===== src/rtl/hazard_pkg.sv =====
// rtl/hazard_pkg.sv - shared types and defaults for the hazard/forwarding controller
package hazard_pkg;

  typedef enum logic [1:0] {
    FWD_RF = 2'b00,
    FWD_W  = 2'b01,
    FWD_M  = 2'b10
  } fwd_sel_t;

  localparam logic [1:0] RESULT_LOAD = 2'b01;

  localparam int NREG_DEF   = 32;
  localparam int RAW_DEF    = 5;
  localparam int LL_MAX_DEF = 4;
  localparam int CNT_W_DEF  = 16;

endpackage


===== src/rtl/hazard_ctrl_sb_ll_scoreboard.sv =====
// rtl/hazard_ctrl_sb_ll_scoreboard.sv - pending-register scoreboard for long-latency ops
module ll_scoreboard #(
  parameter int NREG   = 32,
  parameter int RAW    = 5,
  parameter int LL_MAX = 4
) (
  input  logic            clk,
  input  logic            reset,
  input  logic            accept,
  input  logic [RAW-1:0]  rd_e,
  input  logic            ll_done,
  input  logic [RAW-1:0]  ll_rd_done,
  output logic [NREG-1:0] pending,
  output logic            ll_full
);

  localparam int CW = $clog2(LL_MAX + 1);

  logic [CW-1:0]   ll_cnt;
  logic [NREG-1:0] pend_next;
  logic            done_eff;

  // A completion with nothing outstanding is spurious; ignoring it keeps the count from wrapping.
  assign done_eff = ll_done && (ll_cnt != '0);
  assign ll_full  = (ll_cnt == CW'(LL_MAX));

  always_comb begin
    pend_next = pending;
    if (ll_done) pend_next[ll_rd_done] = 1'b0;
    if (accept)  pend_next[rd_e] = 1'b1;
    pend_next[0] = 1'b0;
  end

  always_ff @(posedge clk) begin
    if (!reset) begin
      pending <= '0;
      ll_cnt  <= '0;
    end else begin
      pending <= pend_next;
      if (accept && !done_eff)      ll_cnt <= ll_cnt + CW'(1);
      else if (!accept && done_eff) ll_cnt <= ll_cnt - CW'(1);
    end
  end

endmodule


===== src/rtl/hazard_ctrl_sb.sv =====
// rtl/hazard_ctrl_sb.sv - stall/flush/forwarding control with LL scoreboard and stall counter
module hazard_ctrl_sb #(
  parameter int NREG   = 32,
  parameter int RAW    = 5,
  parameter int LL_MAX = 4,
  parameter int CNT_W  = 16
) (
  input  logic             clk,
  input  logic             reset,
  input  logic [RAW-1:0]   rs1_d,
  input  logic [RAW-1:0]   rs2_d,
  input  logic [RAW-1:0]   rd_d,
  input  logic             regwrite_d,
  input  logic [RAW-1:0]   rs1_e,
  input  logic [RAW-1:0]   rs2_e,
  input  logic [RAW-1:0]   rd_e,
  input  logic             regwrite_e,
  input  logic [1:0]       resultsrc_e,
  input  logic             pcsrc_e,
  input  logic             ll_issue_e,
  input  logic [RAW-1:0]   rd_m,
  input  logic             regwrite_m,
  input  logic             mem_req_m,
  input  logic             mem_ready_m,
  input  logic [RAW-1:0]   rd_w,
  input  logic             regwrite_w,
  input  logic             ll_done,
  input  logic [RAW-1:0]   ll_rd_done,
  output logic [1:0]       forward_ae,
  output logic [1:0]       forward_be,
  output logic             stall_f,
  output logic             stall_d,
  output logic             stall_e,
  output logic             stall_m,
  output logic             flush_d,
  output logic             flush_e,
  output logic             flush_w,
  output logic             ll_full,
  output logic [CNT_W-1:0] stall_cycles
);

  import hazard_pkg::*;

  logic [NREG-1:0] pending;
  logic            ll_full_i;
  logic            accept;
  logic            memstall, load_use, ll_raw, ll_waw, ll_block, dhaz;
  logic            unused_regwrite_e;

  assign unused_regwrite_e = regwrite_e;

  function automatic fwd_sel_t fwd_sel(input logic [RAW-1:0] rs);
    if (regwrite_m && rd_m != '0 && rd_m == rs)      return FWD_M;
    else if (regwrite_w && rd_w != '0 && rd_w == rs) return FWD_W;
    else                                             return FWD_RF;
  endfunction

  assign memstall = mem_req_m && !mem_ready_m;
  assign load_use = (resultsrc_e == RESULT_LOAD) && (rd_e != '0) &&
                    ((rd_e == rs1_d) || (rd_e == rs2_d));
  assign ll_raw   = ((rs1_d != '0) && pending[rs1_d]) || ((rs2_d != '0) && pending[rs2_d]);
  assign ll_waw   = regwrite_d && (rd_d != '0) && pending[rd_d];
  assign ll_block = ll_issue_e && ll_full_i;
  assign dhaz     = !memstall && !pcsrc_e && (load_use || ll_raw || ll_waw || ll_block);

  always_comb begin
    stall_f    = 1'b0;
    stall_d    = 1'b0;
    stall_e    = 1'b0;
    stall_m    = 1'b0;
    flush_d    = 1'b0;
    flush_e    = 1'b0;
    flush_w    = 1'b0;
    forward_ae = fwd_sel(rs1_e);
    forward_be = fwd_sel(rs2_e);
    if (!reset) begin
      flush_d    = 1'b1;
      flush_e    = 1'b1;
      flush_w    = 1'b1;
      forward_ae = FWD_RF;
      forward_be = FWD_RF;
    end else if (memstall) begin
      // Whole pipe freezes; a pending branch stays in E until memory completes.
      stall_f = 1'b1;
      stall_d = 1'b1;
      stall_e = 1'b1;
      stall_m = 1'b1;
      flush_w = 1'b1;
    end else if (pcsrc_e) begin
      flush_d = 1'b1;
      flush_e = 1'b1;
    end else if (dhaz) begin
      stall_f = 1'b1;
      stall_d = 1'b1;
      if (ll_block) stall_e = 1'b1;
      else          flush_e = 1'b1;
    end
  end

  assign accept  = ll_issue_e && !stall_e && !flush_e && (rd_e != '0);
  assign ll_full = reset && ll_full_i;

  ll_scoreboard #(.NREG(NREG), .RAW(RAW), .LL_MAX(LL_MAX)) u_sb (
    .clk        (clk),
    .reset      (reset),
    .accept     (accept),
    .rd_e       (rd_e),
    .ll_done    (ll_done),
    .ll_rd_done (ll_rd_done),
    .pending    (pending),
    .ll_full    (ll_full_i)
  );

  always_ff @(posedge clk) begin
    if (!reset)                                  stall_cycles <= '0;
    else if (stall_f && stall_cycles != '1)      stall_cycles <= stall_cycles + CNT_W'(1);
  end

endmodule


===== config.mk =====
export PLATFORM = sky130hd
export DESIGN_NAME = hazard_ctrl_sb
export DESIGN_NICKNAME = d
export VERILOG_FILES = /design/src/rtl/hazard_pkg.sv /design/src/rtl/hazard_ctrl_sb_ll_scoreboard.sv /design/src/rtl/hazard_ctrl_sb.sv
export SDC_FILE = /design/constraint.sdc
export NUM_CORES = 1
export LEC_CHECK = 0
export ABC_AREA = 1
export CAP_MARGIN = 20
export CORE_UTILIZATION = 48
export CTS_CLUSTER_DIAMETER = 100
export CTS_CLUSTER_SIZE = 24
export DETAILED_ROUTE_END_ITERATION = 7
export HOLD_SLACK_MARGIN = 0.08
export PLACE_DENSITY = 0.88
export SYNTH_ARGS = -nofsm -noshare
export SYNTH_HDL_FRONTEND = slang
export SYNTH_SLANG_ARGS = --single-unit
export TNS_END_PERCENT = 100

===== constraint.sdc =====
create_clock -name clk -period 2.9 [get_ports clk]
set_input_delay 0.58 -clock clk [delete_from_list [all_inputs] [get_ports clk]]
set_output_delay 0.58 -clock clk [all_outputs]
set_load 0.005 [all_outputs]

==> results.md, run 1 <==
- Top post-synthesis cells by area: dfxtp_1 (23%), nand2_1 (15%), nand3_1 (10%)
- IO buf count: 84
- PwrDens: 336 nW/um2
- Post-DP HPWL: 11,300 um
- Final hold violation count: 0
- Slew at the pin closest to its max-slew limit: 509 ps
- Syn_area_per_cell: 6.07 um2
- Clock transition at path regs: 100 ps
- GRT Overall Usage: 32.8%
- Clock sinks: 50
- Commonest non-fill, non-tap cell in the layout: nand2_1
- Via count: 5,583
- Status: finished, violations left
- Crit path time final: 2900 ps
- First-pass GRT wire length: 25,300 um
- Worst Reg-to-Reg Cells: 20
- Initial DRC count: 583
- Setup violators final: 1
- Fillcell total: 768
- Final worst setup slack: -2.19 ps
- Later-pin clock latency in the skew report: 310 ps
- Finished Layout Cells: 949
- Clock buffer depth: 2
- Detail Route Antenna Nets: 0
- GR Overflow Total: 0
- Worst Hold Class: flop to flop
- Max rail drop VDD: 0.402 mV
- Post-place setup slack: -542 ps
- Slew Limit Fails: 0
- Root buffer cell: clkbuf_8
- Cell variety after synth: 35
- Hold Startpoint: u_sb.pending[11]
- CTS Buf Count: 5
- Starting density of the core: 49.6%
- Largest net degree at the start of global routing: 38
- Vias per cell: 5.88
- Antenna violations before repair: 0
- Worst slew margin: 66.0%
- Commonest cells after routing, fill and taps aside: nand2_1 (177), nand3_1 (85), inv_1 (67)
- Core ar.: 8760 um2
- Worst Hold Depth: 2
- Worst setup startpoint: rd_e[3]
- Critical Path AT: 3100 ps
- Die Span Y: 97.1 um
- Syn nets: 777
- Yosys warns: 0
- WHS: 486 ps
- Unrepaired setup endpoints after global routing: true
- Max Freq: 0.345 GHz
- Post-layout util: 66.9%
- Gpl congestion: 0.971
- Post-route clock period utilization: 100%
- Crit start category: input pin
- DR WL/cell: 17.1 um
- Synthesis-to-finish area growth: 34.9%
- Seq cells post-synth: 50
- NumNets Final: 902
- Vias in the first global route: 5,207
- Leak: 2.54 nW
- Dominant cell type by area after synthesis: dfxtp_1
- DRT Wirelength: 16,300 um
- FF-to-FF Start: u_sb.pending[11]
- IO Pins: 86
- Max Cap Violations: 0
- Syn Inst Count: 716
- Register area share after synthesis: 23.0%
- Proportion of layout cells with a drive suffix above 1: 17.4%
- Hold endpoint: u_sb.pending[11]
- TritonCTS clock tree: built
- Top cell type's share of synthesized area: 23.0%
- Flip-flop and latch area: 1000 um2
- Register-to-Register Setup Slack: 190 ps
- Placed Instances: 935
- Clk_skew: 10.0 ps
- H-tree depth: 2
- Worst Setup End Kind: flop
- # rows: 34
- Width of the die: 97.1 um
- Drc violations: 0
- DR pass1 iterations: 5
- Failing checks: setup timing
- R2r endpoint: u_sb.ll_cnt[2]
- Crit Path Class: input pin to flop
- Worst-path fanout max: 4
- Crit path required time: 3100 ps
- Multi-input logic area: 2970 um2
- Synthesized cell area: 4350 um2
- Die area: 9440 um2
- Inserted Diodes: 0
what timing repair did:
action                                  CTS  global route
hold buffers                              0             0
gates resized for setup                  60            29
cloned                                    1             1
setup buffers                             4             2
hold endpoints to repair                  0             0
pin swaps                                13            10
endpoints found under the setup margin    9            11
worst max-delay path, cell delays in order:
cell           delay [ps]
dlygate4sd2_1         250
nor3_2                210
nand2_1               120
nand3b_1              160
inv_1                  90
nand2_1                80
nand2_1                80
nor2_4                120
nand3_2               100
nand2_4               110
nand3_4                90
inv_2                  70
ha_2                  170
inv_2                  50
fa_2                  370
a21oi_2               160
o21ai_2                80
o21ai_1               140
a21oi_1                70
flip-flops by register name (all words and copies together) (netlist names):
register	flops
u_sb.pending	31
stall_cycles	16
u_sb.ll_cnt	3
synth_stat cells, drive strengths merged:
master and n:
o211ai 1, nand2 189, fa 1, or2 6, a221oi 1, inv 76
xor2 23, or4 1, nand4 49, o21ai 38, o41ai 2, nand3 91
dfxtp 50, a21oi 55, xnor2 15, nand3b 1, clkbuf 8, ha 2
and2 1, nor3 7, clkinv 2, nor2 67, buf 26, nor4 4
stage by stage:
| stage | cell area (um2) | power, W | TNS, ps |
|---|---|---|---|
| global route | 5860 | 0.00206 | -132 |
| finish | 5860 | 0.00197 | -2.19 |
| global placement | 5580 | 0.00137 | -3240 |
| floorplan | 4360 | 0.00114 | 0 |
| detailed placement | 5580 | 0.00139 | -3570 |
| CTS | 5820 | 0.00191 | -22.6 |
kinds of logic (layout without fill, tap and decap cells):
logic type,after synthesis,after routing,share of synthesized area (%)
flops,50,50,23.0
xor+xnor,38,38,7.66
buf+inv,112,237,12.1
fa+ha+maj,3,3,1.04
compound gates,97,97,12.3
simple gates,416,416,43.9
worst max path at each step:
stage                           endpoint  slack [ps]  depth (start not counted)
after floorplan           u_sb.ll_cnt[2]          20                         25
after global placement           stall_f        -480                         13
after detailed placement  u_sb.ll_cnt[2]        -540                         23
after CTS                  forward_be[0]         -20                          6
after global routing      u_sb.ll_cnt[2]        -120                         25
final                     u_sb.ll_cnt[2]          -2                         19
per-layer routing:
| layer | vias to the layer above | track usage [%] | part of all wire, % |
|---|---|---|---|
| met1 | 2539 | 40.6 | 38 |
| met3 | 77 | 4.17 | 9.2 |
| met5 | - | 0 | 0 |
| met4 | 0 | 15.0 | 5.4 |
| met2 | 353 | 56.5 | 48 |
| li1 | 2614 | - | - |
final cells by class:
type	count	share of cell area (%)
inverters	78	5.25
well taps	108	2.30
clock inverters	2	0.662
repair buffers	151	22.8
repair inverters	1	0.128
clock buffers	5	1.17
multi-input cells	554	50.6
flip-flops and latches	50	17.1
power breakdown:
group          switching [W]  internal (W)  leakage (nW)  total [W]
clock network       0.000239      0.000254        0.0542   0.000494
logic               0.000434      0.000297          2.08   0.000731
registers          0.0000348      0.000710         0.404   0.000744
total               0.000708       0.00126          2.54    0.00197
(Power assumes the default switching activity.)
==> run 2: changes to the inputs <==
--- a/config.mk
+++ b/config.mk
@@ -12,7 +12,7 @@
 export CTS_CLUSTER_SIZE = 24
 export DETAILED_ROUTE_END_ITERATION = 7
 export HOLD_SLACK_MARGIN = 0.08
-export PLACE_DENSITY = 0.88
+export PLACE_DENSITY_LB_ADDON = 0.12
 export SYNTH_ARGS = -nofsm -noshare
 export SYNTH_HDL_FRONTEND = slang
 export SYNTH_SLANG_ARGS = --single-unit
==> results.md, run 2 (synthesis results as in run 1) <==
- Worst Hold Class: flop to flop
- CP bufs+invs: 3 (-1)
- Crit start category: input pin
- Worst Hold Depth: 2 (unchanged)
- Placed Instances: 933 (-0.21%)
- Commonest cells after routing, fill and taps aside: nand2_1 (176), nand3_1 (87), inv_1 (69)
- Worst Setup End Kind: primary output
- Commonest non-fill, non-tap cell in the layout: nand2_1
- Vias in the first global route: 5,113 (-1.8%)
- DR WL/cell: 15.6 um (-9.0%)
- Status: finished, final reports clean
- R2r endpoint: u_sb.ll_cnt[2]
- Clk_skew: 5.47 ps (-4.57 ps)
- Hold Buf Count CTS: 0 (unchanged)
- Global Route met3 Usage: 4.03% (-0.14 points)
- Width of the die: 97.1 um (unchanged)
- GR Overflow Total: 0 (unchanged)
- Met1 Use GR: 38.4% (-2.2 points)
- Switching Share: 35.4% (-0.56 points)
- Setup violators final: 0 (-1)
- First-pass GRT wire length: 24,000 um (-5.0%)
- Die Span Y: 97.1 um (unchanged)
- Final hold violation count: 0 (unchanged)
- Post-route clock period utilization: 97.2% (-2.9 points)
- P_sw: 0.000649 W (-8.4%)
- Cell Chain, Critical Path: clkdlybuf4s50_1, nand2_1, inv_1, o21ai_1, or4_1, nor4_2, buf_2
- Inserted Diodes: 0 (unchanged)
- Slew at the pin closest to its max-slew limit: 561 ps (+52.0 ps)
- Hold endpoint: u_sb.pending[31]
- GRT Overall Usage: 31.1% (-1.7 points)
- Die area: 9440 um2 (unchanged)
- Initial DRC count: 373 (-36%)
- Worst slew margin: 62.5% (-3.5 points)
- Core ar.: 8760 um2 (unchanged)
- DRT Wirelength: 14,800 um (-9.3%)
- Proportion of layout cells with a drive suffix above 1: 16.6% (-0.77 points)
- Crit Path Class: input pin to primary output
- Crit path time final: 2820 ps (-83.2 ps)
- Detail Route Antenna Nets: 0 (unchanged)
- Synthesis-to-finish area growth: 33.1%
- Worst-path fanout max: 3 (-1)
- H-tree depth: 2 (unchanged)
- Critical path's largest stage delay: 540 ps (+170 ps)
- Via count: 5,287 (-5.3%)
- Post-layout util: 66.0% (-0.89 points)
- CP top delay family: simple AND/OR/NAND/NOR gates
- Later-pin clock latency in the skew report: 300 ps (about the same)
- Max reg flops: 31 (unchanged)
- Busiest grt layer: met2
- Register with the most flip-flops: u_sb.pending
- Largest net degree at the start of global routing: 46 (+21%)
- Fin Setup TNS: 0 ps (+2.19 ps)
- Combinational fraction of design power: 36.3% (-0.8 points)
- Worst Reg-to-Reg Cells: 22 (+10%)
- Clock buffer depth: 2 (unchanged)
- Dpl cell area: 5580 um2 (about the same)
- Max rail drop VDD: 0.219 mV (-46%)
- Leak: 2.44 nW (-3.9%)
- # rows: 34 (unchanged)
- Vias per cell: 5.59 (-5.0%)
- Clock transition at path regs: 90 ps (about the same)
- Unrepaired setup endpoints after global routing: false
- Max Cap Violations: 0 (unchanged)
- NumNets Final: 898 (-0.44%)
- Starting density of the core: 49.6% (unchanged)
- Max Freq: 0.355 GHz (+3.0%)
- Gpl congestion: 0.928 (-4.4%)
- Critical Path AT: 2240 ps (-860 ps)
- Top flop regs: u_sb.pending x31, stall_cycles x16, u_sb.ll_cnt x3
- Sequential Power Share: 40.3% (+2.5 points)
- Final Cell Area: 5790 um2 (-1.3%)
- TritonCTS clock tree: built
- PwrDens: 317 nW/um2 (-5.7%)
- Register-to-Register Setup Slack: 350 ps (+160 ps)
- Antenna violations before repair: 0 (unchanged)
- Drc violations: 0 (unchanged)
- Root buffer cell: clkbuf_8
- Worst path slowest cell: clkdlybuf4s50_1
- Clk pwr share: 23.5% (-1.6 points)
- Clock sinks: 50 (unchanged)
- Hold Startpoint: u_sb.pending[31]
- Pint: 0.00118 W (-6.1%)
- WHS: 480 ps (-6.18 ps)
- Grt met2 use: 52.4% (-4.1 points)
- Crit path required time: 2320 ps (-780 ps)
- IO Pins: 86 (unchanged)
- Finished Layout Cells: 946 (-0.32%)
- IO buf count: 84 (unchanged)
- Post-DP HPWL: 10,900 um (-3.5%)
- DR pass1 iterations: 5 (unchanged)
- Slew Limit Fails: 0 (unchanged)
- FF-to-FF Start: u_sb.pending[3]
- CTS Buf Count: 5 (unchanged)
-- run 2: per-layer routing --
| layer | share of wire (%) | vias up |
|---|---|---|
| li1 | - | 2609 |
| met1 | 40 | 2416 |
| met2 | 47 | 217 |
| met3 | 7.7 | 45 |
| met4 | 5.3 | 0 |
| met5 | 0 | - |
-- run 2: worst max path at each step --
| stage | depth (start not counted) | slack (ps) | to | start |
|---|---|---|---|---|
| 2_1_floorplan | 25 | 20 | u_sb.ll_cnt[2] | rs2_d[0] |
| 3_3_place_gp | 22 | -480 | u_sb.ll_cnt[2] | rs1_d[1] |
| 3_5_place_dp | 21 | -570 | u_sb.ll_cnt[2] | rs2_d[0] |
| 4_1_cts | 13 | -1 | stall_f | rs1_d[4] |
| 5_1_grt | 8 | 2 | forward_be[1] | rd_m[2] |
| 6_report | 7 | 80 | forward_be[0] | rs2_e[3] |
-- run 2: worst register-to-register path: cells and delay by family, from the launching register on --
kind,cells,cell delay [ps]
AND/OR/NAND/NOR,12,870
adder cells (fa/ha/maj),2,480
AO/OA/AOI/OAI,4,400
buffers and inverters,4,360
flip-flops,1,320
-- run 2: power groups by stage --
stage / Combinational (W) / Clock, W / Sequential (W)
floorplan: 0.000394 / 0 / 0.000747
global placement: 0.000618 / 0 / 0.000752
detailed placement: 0.000637 / 0 / 0.000754
CTS: 0.000655 / 0.000425 / 0.000737
global route: 0.000729 / 0.000457 / 0.000743
finish: 0.000664 / 0.000430 / 0.000738
-- run 2: cell type report --
cell class	instances	area, um2
Fill cell	839	2980
Timing Repair inverter	1	7.51
Timing Repair Buffer	147	1300
Tap cell	108	135
Inverter	78	302
Multi-Input combinational cell	554	2950
Sequential cell	50	1000
Clock inverter	1	5.00
Clock buffer	7	86.3
-- run 2: metrics by stage --
stage | total power (W) | worst slack [ps]
finish | 0.00183 | 81.0
global route | 0.00193 | 1.88
CTS | 0.00182 | -1.05
detailed placement | 0.00139 | -568
global placement | 0.00137 | -483
floorplan | 0.00114 | 15.0
-- run 2: what timing repair did --
action / 4_1_cts / 5_1_grt
gates cloned: 2 / 0
hold endpoints to repair: 0 / 0
pin swaps: 4 / 4
setup buffers: 3 / 0
endpoints found under the setup margin: 9 / 8
gates resized for setup: 59 / 21
==> run 3: changes to the inputs <==
--- a/config.mk
+++ b/config.mk
@@ -11,7 +11,7 @@
 export CTS_CLUSTER_DIAMETER = 100
 export CTS_CLUSTER_SIZE = 24
 export DETAILED_ROUTE_END_ITERATION = 7
-export HOLD_SLACK_MARGIN = 0.08
+export HOLD_SLACK_MARGIN = 0.12
 export PLACE_DENSITY_LB_ADDON = 0.12
 export SYNTH_ARGS = -nofsm -noshare
 export SYNTH_HDL_FRONTEND = slang
==> constraint.sdc (replaced) <==
create_clock -name clk -period 2.9 [get_ports clk]
set_input_delay 0.29 -clock clk [delete_from_list [all_inputs] [get_ports clk]]
set_output_delay 0.29 -clock clk [all_outputs]
set_load 0.005 [all_outputs]
==> results.md, run 3 (synthesis results as in run 1) <==
- Status: finished, final reports clean
- Post-route clock period utilization: 92.9% (-4.3 points)
- R2r endpoint: u_sb.ll_cnt[2]
- # rows: 34 (unchanged)
- Core ar.: 8760 um2 (unchanged)
- Crit path time final: 2690 ps (-125 ps)
- FF-to-FF Start: u_sb.pending[3]
- Starting density of the core: 49.6% (unchanged)
- Max reg flops: 31 (unchanged)
- Worst-path fanout max: 5 (+2)
- Clock transition at path regs: 100 ps (about the same)
- IO buf count: 84 (unchanged)
- Register with the most flip-flops: u_sb.pending
- Clock buffer depth: 2 (unchanged)
- P_sw: 0.000651 W (+0.44%)
- Hold endpoint: u_sb.pending[14]
- Register-to-Register Setup Slack: 270 ps (-80 ps)
- Max rail drop VDD: 0.289 mV (+32%)
- Critical Path AT: 2890 ps (+650 ps)
- Hold Startpoint: u_sb.pending[14]
- Die Span Y: 97.1 um (unchanged)
- Later-pin clock latency in the skew report: 310 ps (about the same)
- DR WL/cell: 15.2 um (-2.3%)
- Detail Route Antenna Nets: 0 (unchanged)
- Sequential Power Share: 38.9% (-1.4 points)
- Largest net degree at the start of global routing: 49 (+6.5%)
- Width of the die: 97.1 um (unchanged)
- Drc violations: 0 (unchanged)
- Setup violators final: 0 (unchanged)
- IO Pins: 86 (unchanged)
- TritonCTS clock tree: built
- Proportion of layout cells with a drive suffix above 1: 11.3% (-5.3 points)
- Worst Setup End Kind: flop
- Worst Hold Depth: 2 (unchanged)
- Unrepaired setup endpoints after global routing: false
- Post-DP HPWL: 10,500 um (-3.2%)
- Combinational fraction of design power: 33.6% (-2.7 points)
- Inserted Diodes: 0 (unchanged)
- Gpl congestion: 0.948 (+2.2%)
- Post-layout util: 63.8% (-2.2 points)
- Top flop regs: u_sb.pending x31, stall_cycles x16, u_sb.ll_cnt x3
- Final worst setup slack: 206 ps (+125 ps)
- Clk_skew: 5.02 ps (-0.455 ps)
- Vias per cell: 5.52 (-1.3%)
- Final hold violation count: 0 (unchanged)
- Leak: 2.32 nW (-4.9%)
- PwrDens: 339 nW/um2 (+7.1%)
- Max Cap Violations: 0 (unchanged)
- Slew Limit Fails: 0 (unchanged)
- First-pass GRT wire length: 22,400 um (-7.0%)
- CTS Buf Count: 5 (unchanged)
- Worst Reg-to-Reg Cells: 22 (unchanged)
- Worst Hold Class: flop to flop
- Slew at the pin closest to its max-slew limit: 533 ps (-28.4 ps)
- Synthesis-to-finish area growth: 28.6%
- Commonest non-fill, non-tap cell in the layout: nand2_1
- Top sig layer: met4
- H-tree depth: 2 (unchanged)
- Max Freq: 0.371 GHz (+4.6%)
- Crit Path Class: input pin to flop
- Die area: 9440 um2 (unchanged)
- DR pass1 iterations: 6 (+1)
- DRT Wirelength: 14,100 um (-4.7%)
- Post-place setup slack: -316 ps (+251 ps)
- GRT Overall Usage: 29.2% (-1.9 points)
- Clock sinks: 50 (unchanged)
- Clk pwr share: 27.5% (+4.0 points)
- Commonest cells after routing, fill and taps aside: nand2_1 (178), nand3_1 (89), clkdlybuf4s50_1 (76)
- DR WL met2: 6690 um (-3.3%)
- Pint: 0.00124 W (+5.1%)
- GR Overflow Total: 0 (unchanged)
- Vias in the first global route: 4,683 (-8.4%)
- Initial DRC count: 444 (+19%)
- Via count: 5,091 (-3.7%)
- Root buffer cell: clkbuf_8
- M1 wire length: 5810 um (-1.6%)
- NumNets Final: 875 (-2.6%)
- Antenna violations before repair: 0 (unchanged)
- Crit path required time: 3100 ps (+780 ps)
- Worst slew margin: 64.5% (+2.0 points)
- Switching Share: 34.4% (-1.0 points)
- Crit start category: input pin
- Routed met3 length: 868 um (-23%)
-- run 3: cell types whose count changed in the layout (fill, tap and decap cells not counted), moves of 4 or more --
cell	delta
dlygate4sd2_1	-15
clkdlybuf4s50_1	+19
nor2_2	-4
clkbuf_2	-4
buf_4	-20
dlymetal6s2s_1	+5
-- run 3: worst max-delay path by stage --
stage / startpoint / to / slack, ps / depth (start not counted)
2_1_floorplan: rs2_d[0] / u_sb.ll_cnt[2] / 210 / 25
3_3_place_gp: rs2_d[0] / u_sb.ll_cnt[2] / -140 / 21
3_5_place_dp: rs2_d[0] / u_sb.ll_cnt[2] / -320 / 21
4_1_cts: rd_d[1] / stall_d / 1 / 13
5_1_grt: rd_e[3] / u_sb.ll_cnt[2] / 30 / 20
6_report: rs2_d[2] / u_sb.ll_cnt[2] / 210 / 20
-- run 3: what timing repair did --
item | in CTS | in global routing
resized for setup | 2 | 21
buffers inserted | 0 | 0
cloned | 0 | 1
endpoints found under the setup margin | 2 | 4
hold buffers | 0 | 0
-- run 3: power by group through the flow --
stage	Sequential, W	Combinational, W	Clock [W]
finish	0.000737	0.000637	0.000521
global route	0.000741	0.000696	0.000547
CTS	0.000736	0.000615	0.000524
detailed placement	0.000751	0.000613	0
global placement	0.000750	0.000595	0
floorplan	0.000746	0.000385	0
-- run 3: cell type report --
type	count	area (um2)
Clock buffer	5	68.8
Clock inverter	3	48.8
Fill cell	831	3170
Inverter	78	304
Multi-Input combinational cell	554	2850
Sequential cell	50	1000
Tap cell	108	135
Timing Repair Buffer	124	1170
Timing Repair inverter	1	7.51
-- run 3: metal layers --
| metal | global-route usage (%) | vias to the layer above |
|---|---|---|
| met5 | 0 | - |
| met1 | 35.6 | 2288 |
| met2 | 50.8 | 202 |
| li1 | - | 2556 |
| met4 | 14.2 | 0 |
| met3 | 3.09 | 45 |
-- run 3: through the flow --
stage / power, W / hold slack, ps / instances / area, um2 / setup TNS (ps)
2_1_floorplan: 0.00113 / 410 / 716 / 4350 / 0
3_3_place_gp: 0.00135 / 466 / 914 / 5410 / -181
3_5_place_dp: 0.00136 / 469 / 914 / 5410 / -406
4_1_cts: 0.00188 / 483 / 922 / 5530 / 0
5_1_grt: 0.00198 / 529 / 923 / 5590 / 0
6_report: 0.00190 / 486 / 923 / 5590 / 0
-- run 3: critical path, stage by stage --
cell	delay, ps
clkdlybuf4s50_1	570
inv_2	100
a21oi_1	130
nand3_1	80
nand3_1	70
nand2_1	90
nand2_1	80
nand2_2	70
nor2_4	80
nand3_1	90
nand2_2	70
nand3_1	60
inv_1	70
ha_1	140
inv_1	60
fa_1	410
a21oi_2	150
o21ai_1	90
o21ai_1	150
a21oi_1	60
